[src/rtl/cpu_pkg.sv]
// Shared CPU definitions: ALU control codes, alu_op encodings, R-type funct codes,
// the ID/EX held-entry layout and the operand forwarding selection helper.
package cpu_pkg;

    localparam int XLEN   = 32;
    localparam int REG_AW = 5;

    typedef enum logic [3:0] {
        ALU_AND = 4'b0000,
        ALU_OR  = 4'b0001,
        ALU_ADD = 4'b0010,
        ALU_SUB = 4'b0110,
        ALU_SLT = 4'b0111,
        ALU_NOR = 4'b1100
    } alu_ctrl_e;

    typedef enum logic [1:0] {
        ALUOP_ADD   = 2'b00,
        ALUOP_SUB   = 2'b01,
        ALUOP_FUNCT = 2'b10,
        ALUOP_SLT   = 2'b11
    } alu_op_e;

    localparam logic [5:0] FUNCT_ADD = 6'b100000;
    localparam logic [5:0] FUNCT_SUB = 6'b100010;
    localparam logic [5:0] FUNCT_AND = 6'b100100;
    localparam logic [5:0] FUNCT_OR  = 6'b100101;
    localparam logic [5:0] FUNCT_SLT = 6'b101010;
    localparam logic [5:0] FUNCT_NOR = 6'b100111;

    typedef struct packed {
        logic [REG_AW-1:0] rs_addr;
        logic [REG_AW-1:0] rt_addr;
        logic [REG_AW-1:0] rd_addr;
        logic [1:0]        alu_op;
        logic [5:0]        funct;
        logic              alu_src;
        logic [XLEN-1:0]   rs_data;
        logic [XLEN-1:0]   rt_data;
        logic [XLEN-1:0]   imm;
    } id_ex_entry_t;

    // MEM result is younger than WB, so it takes priority; register 0 is never forwarded.
    function automatic logic [XLEN-1:0] fwd_pick(
        input logic [REG_AW-1:0] src_addr,
        input logic [XLEN-1:0]   held_data,
        input logic              mem_wen,
        input logic [REG_AW-1:0] mem_addr,
        input logic [XLEN-1:0]   mem_data,
        input logic              wb_wen,
        input logic [REG_AW-1:0] wb_addr,
        input logic [XLEN-1:0]   wb_data
    );
        logic [XLEN-1:0] result;
        result = held_data;
        if (src_addr != '0) begin
            if (mem_wen && (mem_addr == src_addr)) begin
                result = mem_data;
            end else if (wb_wen && (wb_addr == src_addr)) begin
                result = wb_data;
            end
        end
        return result;
    endfunction

endpackage

[src/rtl/alu_ctrl_dec.sv]
// Combinational ALU control decoder: maps the held alu_op / funct pair onto
// the 4-bit ALU operation code.
module alu_ctrl_dec
    import cpu_pkg::*;
(
    input  logic [1:0] in_alu_op,
    input  logic [5:0] in_funct,
    output logic [3:0] out_alu_ctrl
);

    always_comb begin
        out_alu_ctrl = ALU_ADD;
        case (in_alu_op)
            ALUOP_ADD: out_alu_ctrl = ALU_ADD;
            ALUOP_SUB: out_alu_ctrl = ALU_SUB;
            ALUOP_SLT: out_alu_ctrl = ALU_SLT;
            ALUOP_FUNCT: begin
                case (in_funct)
                    FUNCT_ADD: out_alu_ctrl = ALU_ADD;
                    FUNCT_SUB: out_alu_ctrl = ALU_SUB;
                    FUNCT_AND: out_alu_ctrl = ALU_AND;
                    FUNCT_OR:  out_alu_ctrl = ALU_OR;
                    FUNCT_SLT: out_alu_ctrl = ALU_SLT;
                    FUNCT_NOR: out_alu_ctrl = ALU_NOR;
                    default:   out_alu_ctrl = ALU_ADD;
                endcase
            end
            default: out_alu_ctrl = ALU_ADD;
        endcase
    end

endmodule

[src/rtl/id_ex_stage.sv]
// ID/EX pipeline register: single-entry valid/ready stage with flush, ALU control
// decode and operand selection. Define ID_EX_FWD_EN to enable MEM/WB forwarding.
module id_ex_stage
    import cpu_pkg::*;
(
    input  logic              clk,
    input  logic              rst_n,

    input  logic              in_valid,
    output logic              in_ready,
    input  logic [XLEN-1:0]   in_rs_data,
    input  logic [XLEN-1:0]   in_rt_data,
    input  logic [XLEN-1:0]   in_imm,
    input  logic [REG_AW-1:0] in_rs_addr,
    input  logic [REG_AW-1:0] in_rt_addr,
    input  logic [REG_AW-1:0] in_rd_addr,
    input  logic [1:0]        in_alu_op,
    input  logic [5:0]        in_funct,
    input  logic              in_alu_src,

    input  logic              flush,

    input  logic              fwd_mem_wen,
    input  logic [REG_AW-1:0] fwd_mem_addr,
    input  logic [XLEN-1:0]   fwd_mem_data,
    input  logic              fwd_wb_wen,
    input  logic [REG_AW-1:0] fwd_wb_addr,
    input  logic [XLEN-1:0]   fwd_wb_data,

    output logic              out_valid,
    input  logic              out_ready,
    output logic [3:0]        ALU_Control,
    output logic [XLEN-1:0]   operand_A,
    output logic [XLEN-1:0]   operand_B,
    output logic [REG_AW-1:0] out_rd_addr
);

    logic         r_valid;
    id_ex_entry_t r_entry;
    id_ex_entry_t w_in_entry;
    logic         w_take;
    logic [XLEN-1:0] w_rs_val;
    logic [XLEN-1:0] w_rt_val;

    // A taken branch blocks acceptance so the wrong-path instruction is dropped.
    assign in_ready = !flush && (!r_valid || out_ready);
    assign w_take   = in_valid && in_ready;

    always_comb begin
        w_in_entry         = '0;
        w_in_entry.rs_addr = in_rs_addr;
        w_in_entry.rt_addr = in_rt_addr;
        w_in_entry.rd_addr = in_rd_addr;
        w_in_entry.alu_op  = in_alu_op;
        w_in_entry.funct   = in_funct;
        w_in_entry.alu_src = in_alu_src;
        w_in_entry.rs_data = in_rs_data;
        w_in_entry.rt_data = in_rt_data;
        w_in_entry.imm     = in_imm;
    end

    always_ff @(posedge clk or negedge rst_n) begin
        if (!rst_n) begin
            r_valid <= 1'b0;
            r_entry <= '0;
        end else begin
            if (flush) begin
                r_valid <= 1'b0;
            end else if (w_take) begin
                r_valid <= 1'b1;
            end else if (r_valid && out_ready) begin
                r_valid <= 1'b0;
            end
            if (w_take) begin
                r_entry <= w_in_entry;
            end
        end
    end

`ifdef ID_EX_FWD_EN
    assign w_rs_val = fwd_pick(r_entry.rs_addr, r_entry.rs_data,
                               fwd_mem_wen, fwd_mem_addr, fwd_mem_data,
                               fwd_wb_wen, fwd_wb_addr, fwd_wb_data);
    assign w_rt_val = fwd_pick(r_entry.rt_addr, r_entry.rt_data,
                               fwd_mem_wen, fwd_mem_addr, fwd_mem_data,
                               fwd_wb_wen, fwd_wb_addr, fwd_wb_data);
`else
    logic w_unused_fwd;
    assign w_unused_fwd = ^{fwd_mem_wen, fwd_mem_addr, fwd_mem_data,
                            fwd_wb_wen, fwd_wb_addr, fwd_wb_data,
                            r_entry.rs_addr, r_entry.rt_addr};
    assign w_rs_val = r_entry.rs_data;
    assign w_rt_val = r_entry.rt_data;
`endif

    alu_ctrl_dec u_alu_ctrl_dec (
        .in_alu_op    (r_entry.alu_op),
        .in_funct     (r_entry.funct),
        .out_alu_ctrl (ALU_Control)
    );

    assign out_valid   = r_valid;
    assign operand_A   = w_rs_val;
    assign operand_B   = r_entry.alu_src ? r_entry.imm : w_rt_val;
    assign out_rd_addr = r_entry.rd_addr;

endmodule

[config.mk]
export PLATFORM = sky130hd
export DESIGN_NAME = id_ex_stage
export DESIGN_NICKNAME = d
export VERILOG_FILES = /design/src/rtl/cpu_pkg.sv /design/src/rtl/alu_ctrl_dec.sv /design/src/rtl/id_ex_stage.sv
export SDC_FILE = /design/constraint.sdc
export NUM_CORES = 1
export LEC_CHECK = 0
export ABC_AREA = 1
export CAP_MARGIN = 20
export CORE_MARGIN = 1
export CORE_UTILIZATION = 41
export CTS_BUF_LIST = sky130_fd_sc_hd__clkbuf_4 sky130_fd_sc_hd__clkbuf_8
export DETAILED_ROUTE_END_ITERATION = 16
export MAX_ROUTING_LAYER = met4
export PLACE_DENSITY = 0.82
export SETUP_SLACK_MARGIN = 0.2
export SYNTH_ARGS = -nofsm -noshare
export SYNTH_HDL_FRONTEND = slang
export SYNTH_SLANG_ARGS = --single-unit
[constraint.sdc]
create_clock -name clk -period 1.7 [get_ports clk]
set_clock_uncertainty 0.2 [all_clocks]
set_input_delay 0.255 -clock clk [delete_from_list [all_inputs] [get_ports clk]]
set_output_delay 0.255 -clock clk [all_outputs]
set_load 0.02 [all_outputs]
## After elaboration in Yosys (flattened, before gate mapping)

Cells that the tools add are included.

| storage, ports and cells | value |
|---|---|
| register bits after elaboration | 111 |
| bits in read-only memories | 0 |
| latch bits | 0 |
| memory bits (writable) | 0 |
| bits of input ports | 201 |
| memories kept | 0 |
| output and inout port bits | 75 |
| logic and storage cells | 30 |

| cells by class | value |
|---|---|
| muxes and demuxes | 6 |
| bitwise gates (word level) | 0 |
| equality and inequality tests | 8 |
| multipliers | 0 |
| reductions and logical operators | 8 |
| shift-type cells | 0 |
| add/subtract/negate cells | 0 |
| order comparisons | 0 |
| divide/modulo/power cells | 0 |

Operator list:

| kind | number |
|---|---|
| two-way mux 32 bit | 1 |
| == test 6 bit, second input constant | 5 |
| one-hot mux 4 bit (5 select lines) | 1 |
| one-hot mux 4 bit (4 select lines) | 1 |
| == test 2 bit, second input constant | 2 |
| logical AND 1 bit | 3 |
| two-way mux 1 bit | 3 |
| nonzero test 3 bit | 1 |
| == test 2 x 1 -> 1 bit, second input constant | 1 |
| logical NOT 1 bit | 2 |
| logical NOT 2 bit | 1 |
| logical OR 1 bit | 1 |

## Logic depth before layout (Yosys ltp)

| depth | value |
|---|---|
| word-level depth | 6 |
| gate-level depth with buffers | 7 |
| depth with buffers taken out | 6 |

## By module

A second synthesis with hierarchy kept.

| second synthesis, totals | value |
|---|---|
| cells, all modules | 668 |
| area, all modules | 5434.0 um^2 |

Modules (own cells, without submodules):

| module | area each (um^2) | seq. area each (um^2) | times used | cells an instance |
|---|---|---|---|---|
| id_ex_stage | 5293.8 | 2777.7 | 1 | 636 |
| alu_ctrl_dec | 140.1 | 0.0 | 1 | 32 |

## Worst setup path before layout

OpenSTA, ideal clock, no wires.

| timing | value |
|---|---|
| path type | flip-flop to output port |
| from | register r_entry[96] in the netlist's numbering |
| to | output operand_B[10] |
| path slack | 0.198 ns |
| cell stages (with the launch flop) | 4 |
| required time | 1.245 ns |
| buffers on the path | 2 |
| data arrival time | 1.047 ns |
| cells stage by stage | dfrtp_1 -> buf_2 -> buf_2 -> mux2_2 |

| between the ends | value |
|---|---|
| longest elaborated chain between the ends | 1 |

RTL lines:

| item | RTL line | source |
|---|---|---|
| start, declared | id_ex_stage.sv:39 | `id_ex_entry_t r_entry;` |
| start signal, assigned | id_ex_stage.sv:75 | `r_entry <= w_in_entry;` |
| two-way mux 32 bit | id_ex_stage.sv:104 | `assign operand_B = r_entry.alu_src ? r_entry.imm : w_rt_val;` |
| end, declared | id_ex_stage.sv:34 | `output logic [XLEN-1:0] operand_B,` |

Every way passes these cells.

## Final worst setup path

| timing | value |
|---|---|
| from | register r_entry[96] in the netlist's numbering |
| to | output operand_B[6] |

Same word-level chain as after synthesis.

==> results_tabular.tex <==
\begin{tabular}{lr}
\hline
Metric & Value \\
\hline
\multicolumn{2}{l}{\textbf{STA}} \\
Max Clock Freq & 507 MHz \\
Worst hold slack & 0.0736 ns \\
PnR worst setup slack & -0.273 ns \\
Max transition margin & 0.687 \\
Fin crit period & 1.97 ns \\
Count of endpoints failing setup in the final report & 46 \\
Share of the clock period used by the worst path & 1.16 \\
Final hold violation count & 0 \\
Setup TNS Final & -8.51 ns \\
Worst-Margin Slew & 0.470 ns \\
Unrepaired setup endpoints after global routing & true \\
Final Slew Violations & 0 \\
\multicolumn{2}{l}{\textbf{Floorplan}} \\
Number of I/O pins & 276 \\
Core outline area & 12100 um\^{}2 \\
Die area & 13000 um\^{}2 \\
Initial Utilization & 0.424 \\
X dimension of the die & 114 um \\
Chip height & 114 um \\
Number of rows in the core area & 40 \\
\multicolumn{2}{l}{\textbf{Setup path}} \\
Worst r2r dst & r\_entry[16]\$\_DFFE\_PN0P\_ \\
Critical path endpoint category & output port \\
Reg2Reg Launch Point & out\_valid\$\_DFFE\_PN0P\_ \\
Number of cells on the worst reg-to-reg path & 8 \\
Worst reg2reg setup slack & -0.06 ns \\
Crit path DAT & 1.52 ns \\
Worst setup path category & reg -> out \\
Crit Path Max Fanout & 19 \\
Required time of the worst setup path & 1.24 ns \\
CP startpoint kind & flip-flop \\
Critical path origin & r\_entry[96]\$\_DFFE\_PN0P\_ \\
\multicolumn{2}{l}{\textbf{Job}} \\
Max-Cap Viols & 0 \\
\multicolumn{2}{l}{\textbf{Routing}} \\
M1 wire length & 7760 um \\
Number of iterations in the first detailed-routing pass & 5 \\
Number of design rule violations left after detail routing & 0 \\
Detailed-route wire length & 19900 um \\
Wire length on met3 & 1420 um \\
Highest Signal Layer & met4 \\
Wire length on met2 & 10100 um \\
WL per Instance & 20.6 um \\
Remaining antenna violation count & 0 \\
Number of vias after detailed routing & 5097 \\
Detailed-route vias per instance & 5.29 \\
Detailed router's first-iteration violation count & 380 \\
\multicolumn{2}{l}{\textbf{Synthesis}} \\
Number of storage elements in the synthesis netlist & 111 \\
Synth cell types & 12 \\
Cell count after synthesis & 584 \\
Part of the Yosys area used for sequential elements & 0.540 \\
Total number of yosys warnings & 0 \\
Syn Area/Cell & 8.80 um\^{}2 \\
Mapped Nets & 785 \\
Cell Area, Synth & 5140 um\^{}2 \\
\multicolumn{2}{l}{\textbf{Global route}} \\
Wire length of the first global-routing pass & 26000 um \\
GRT overflow & 0 \\
Number of global-route vias before repair & 4930 \\
Largest net degree at the start of global routing & 53 \\
Antenna violations before repair & 0 \\
All-Layer GR Usage & 0.275 \\
\multicolumn{2}{l}{\textbf{Power and ir drop}} \\
PD cells & 861 nW/um\^{}2 \\
Leakage & 4.52 nW \\
Overall Power & 8.11 mW \\
Worst ir drop on vdd & 0.572 mV \\
\multicolumn{2}{l}{\textbf{Outcome}} \\
Run status & finished with violations \\
Violations in the final reports & setup timing \\
\multicolumn{2}{l}{\textbf{Clock network}} \\
Sink Count & 111 \\
Max Buffers Root-to-Sink & 2 \\
Number of buffers created by CTS & 9 \\
Depth of the CTS H-tree & 3 \\
Later-pin clock latency in the skew report & 0.37 ns \\
Clk slew on worst S/H paths & 0.11 ns \\
Clock tree from TritonCTS & yes \\
Buffer cell driving the clock tree root & sky130\_fd\_sc\_hd\_\_clkbuf\_8 \\
\multicolumn{2}{l}{\textbf{Final layout}} \\
Relative area change from synthesis to final layout & 83.2\% \\
Final Net Count & 991 \\
Final cell area excluding filler cells & 9420 um\^{}2 \\
Share of post-route cells with drive strength above 1 & 0.540 \\
Most common cell after layout, fill and taps aside & sky130\_fd\_sc\_hd\_\_clkdlybuf4s50\_1 \\
Final antenna diode count & 0 \\
Commonest non-fill, non-tap cells in the layout & sky130\_fd\_sc\_hd\_\_clkdlybuf4s50\_1 (111), sky130\_fd\_sc\_hd\_\_dfrtp\_1 (109), sky130\_fd\_sc\_hd\_\_nand2\_2 (93) \\
\multicolumn{2}{l}{\textbf{Placed design}} \\
Cell area after placement & 7000 um\^{}2 \\
HPWL reported at the end of detailed placement & 8920 um \\
Number of buffers inserted by port buffering & 189 \\
Routability cong. & 0.796 \\
\multicolumn{2}{l}{\textbf{Hold path}} \\
Worst min-delay path category & in -> async \\
\hline
\end{tabular}
worst max-delay path by stage:
stage | endpoint | slack, ns | cells after the start
3_3_place_gp | in_ready | -0.29 | 4
6_report | operand_B[6] | -0.27 | 3
4_1_cts | operand_B[6] | -0.43 | 3
3_5_place_dp | ALU_Control[0] | -0.32 | 6
2_1_floorplan | operand_B[10] | 0.20 | 3
5_1_grt | ALU_Control[2] | -0.34 | 7
registers in the layout (all words and copies together), names as in the netlist:
signal / flops
w_rt_val: 32
out_rd_addr: 5
operand_A: 32
out_valid: 1
r_entry: 41
power by group:
part,switching (mW),internal [mW]
logic,1.50,1.52
registers,0.354,3.02
clock network,0.903,0.816
total,2.75,5.36
repair_timing:
item	4_1_cts	5_1_grt
buffers inserted	21	10
hold buffers	1	0
hold endpoints to repair	111	0
resized for setup	426	244
setup endpoints to repair	166	149
gates cloned	24	11
pin swaps	34	70
cells in the mapped netlist:
cell type,n,share of area
sky130_fd_sc_hd__nand2_1,230,0.17
sky130_fd_sc_hd__nand3_1,115,0.11
sky130_fd_sc_hd__dfrtp_1,111,0.54
sky130_fd_sc_hd__buf_4,38,0.056
sky130_fd_sc_hd__buf_2,37,0.036
sky130_fd_sc_hd__mux2_2,32,0.070
sky130_fd_sc_hd__inv_1,8,0.0058
sky130_fd_sc_hd__nor2_1,8,0.0058
sky130_fd_sc_hd__clkbuf_1,2,0.0015
sky130_fd_sc_hd__a21oi_1,1,0.00097
sky130_fd_sc_hd__a21oi_4,1,0.0032
sky130_fd_sc_hd__inv_2,1,0.00073
cell families after synthesis:
| group | synth area share |
|---|---|
| multiplexers | 0.0701 |
| AO/OA/AOI/OAI | 0.00414 |
| AND/OR/NAND/NOR | 0.286 |
| buffers and inverters | 0.0996 |
| flip-flops | 0.540 |
worst max-delay path: stages, from the launching register on:
cell and delay, ns:
sky130_fd_sc_hd__dfrtp_2 0.42, sky130_fd_sc_hd__buf_12 0.18, sky130_fd_sc_hd__mux2_2 0.37, sky130_fd_sc_hd__clkbuf_2 0.16
area by class of cell:
type / count / area (um^2)
fillers: 705 / 2700
well taps: 168 / 210
clock buffers: 13 / 173
inverters: 9 / 33.8
repair buffers: 271 / 3260
multi-input cells: 388 / 2920
clock inverters: 3 / 40.0
flip-flops and latches: 111 / 2780
per-layer routing:
metal	global-route usage	vias up
li1	-	2261
met1	0.328	2502
met2	0.463	282
met3	0.0484	52
met4	0.114	0
met5	-	-
per-stage QoR:
stage	utilization	std cells	setup slack [ns]
2_1_floorplan	-	584	0.198
3_3_place_gp	0.578	880	-0.285
5_1_grt	0.777	963	-0.339
4_1_cts	0.682	942	-0.429
3_5_place_dp	0.578	880	-0.322
6_report	0.777	963	-0.273
Note: power is estimated with default switching activity, not from simulation.
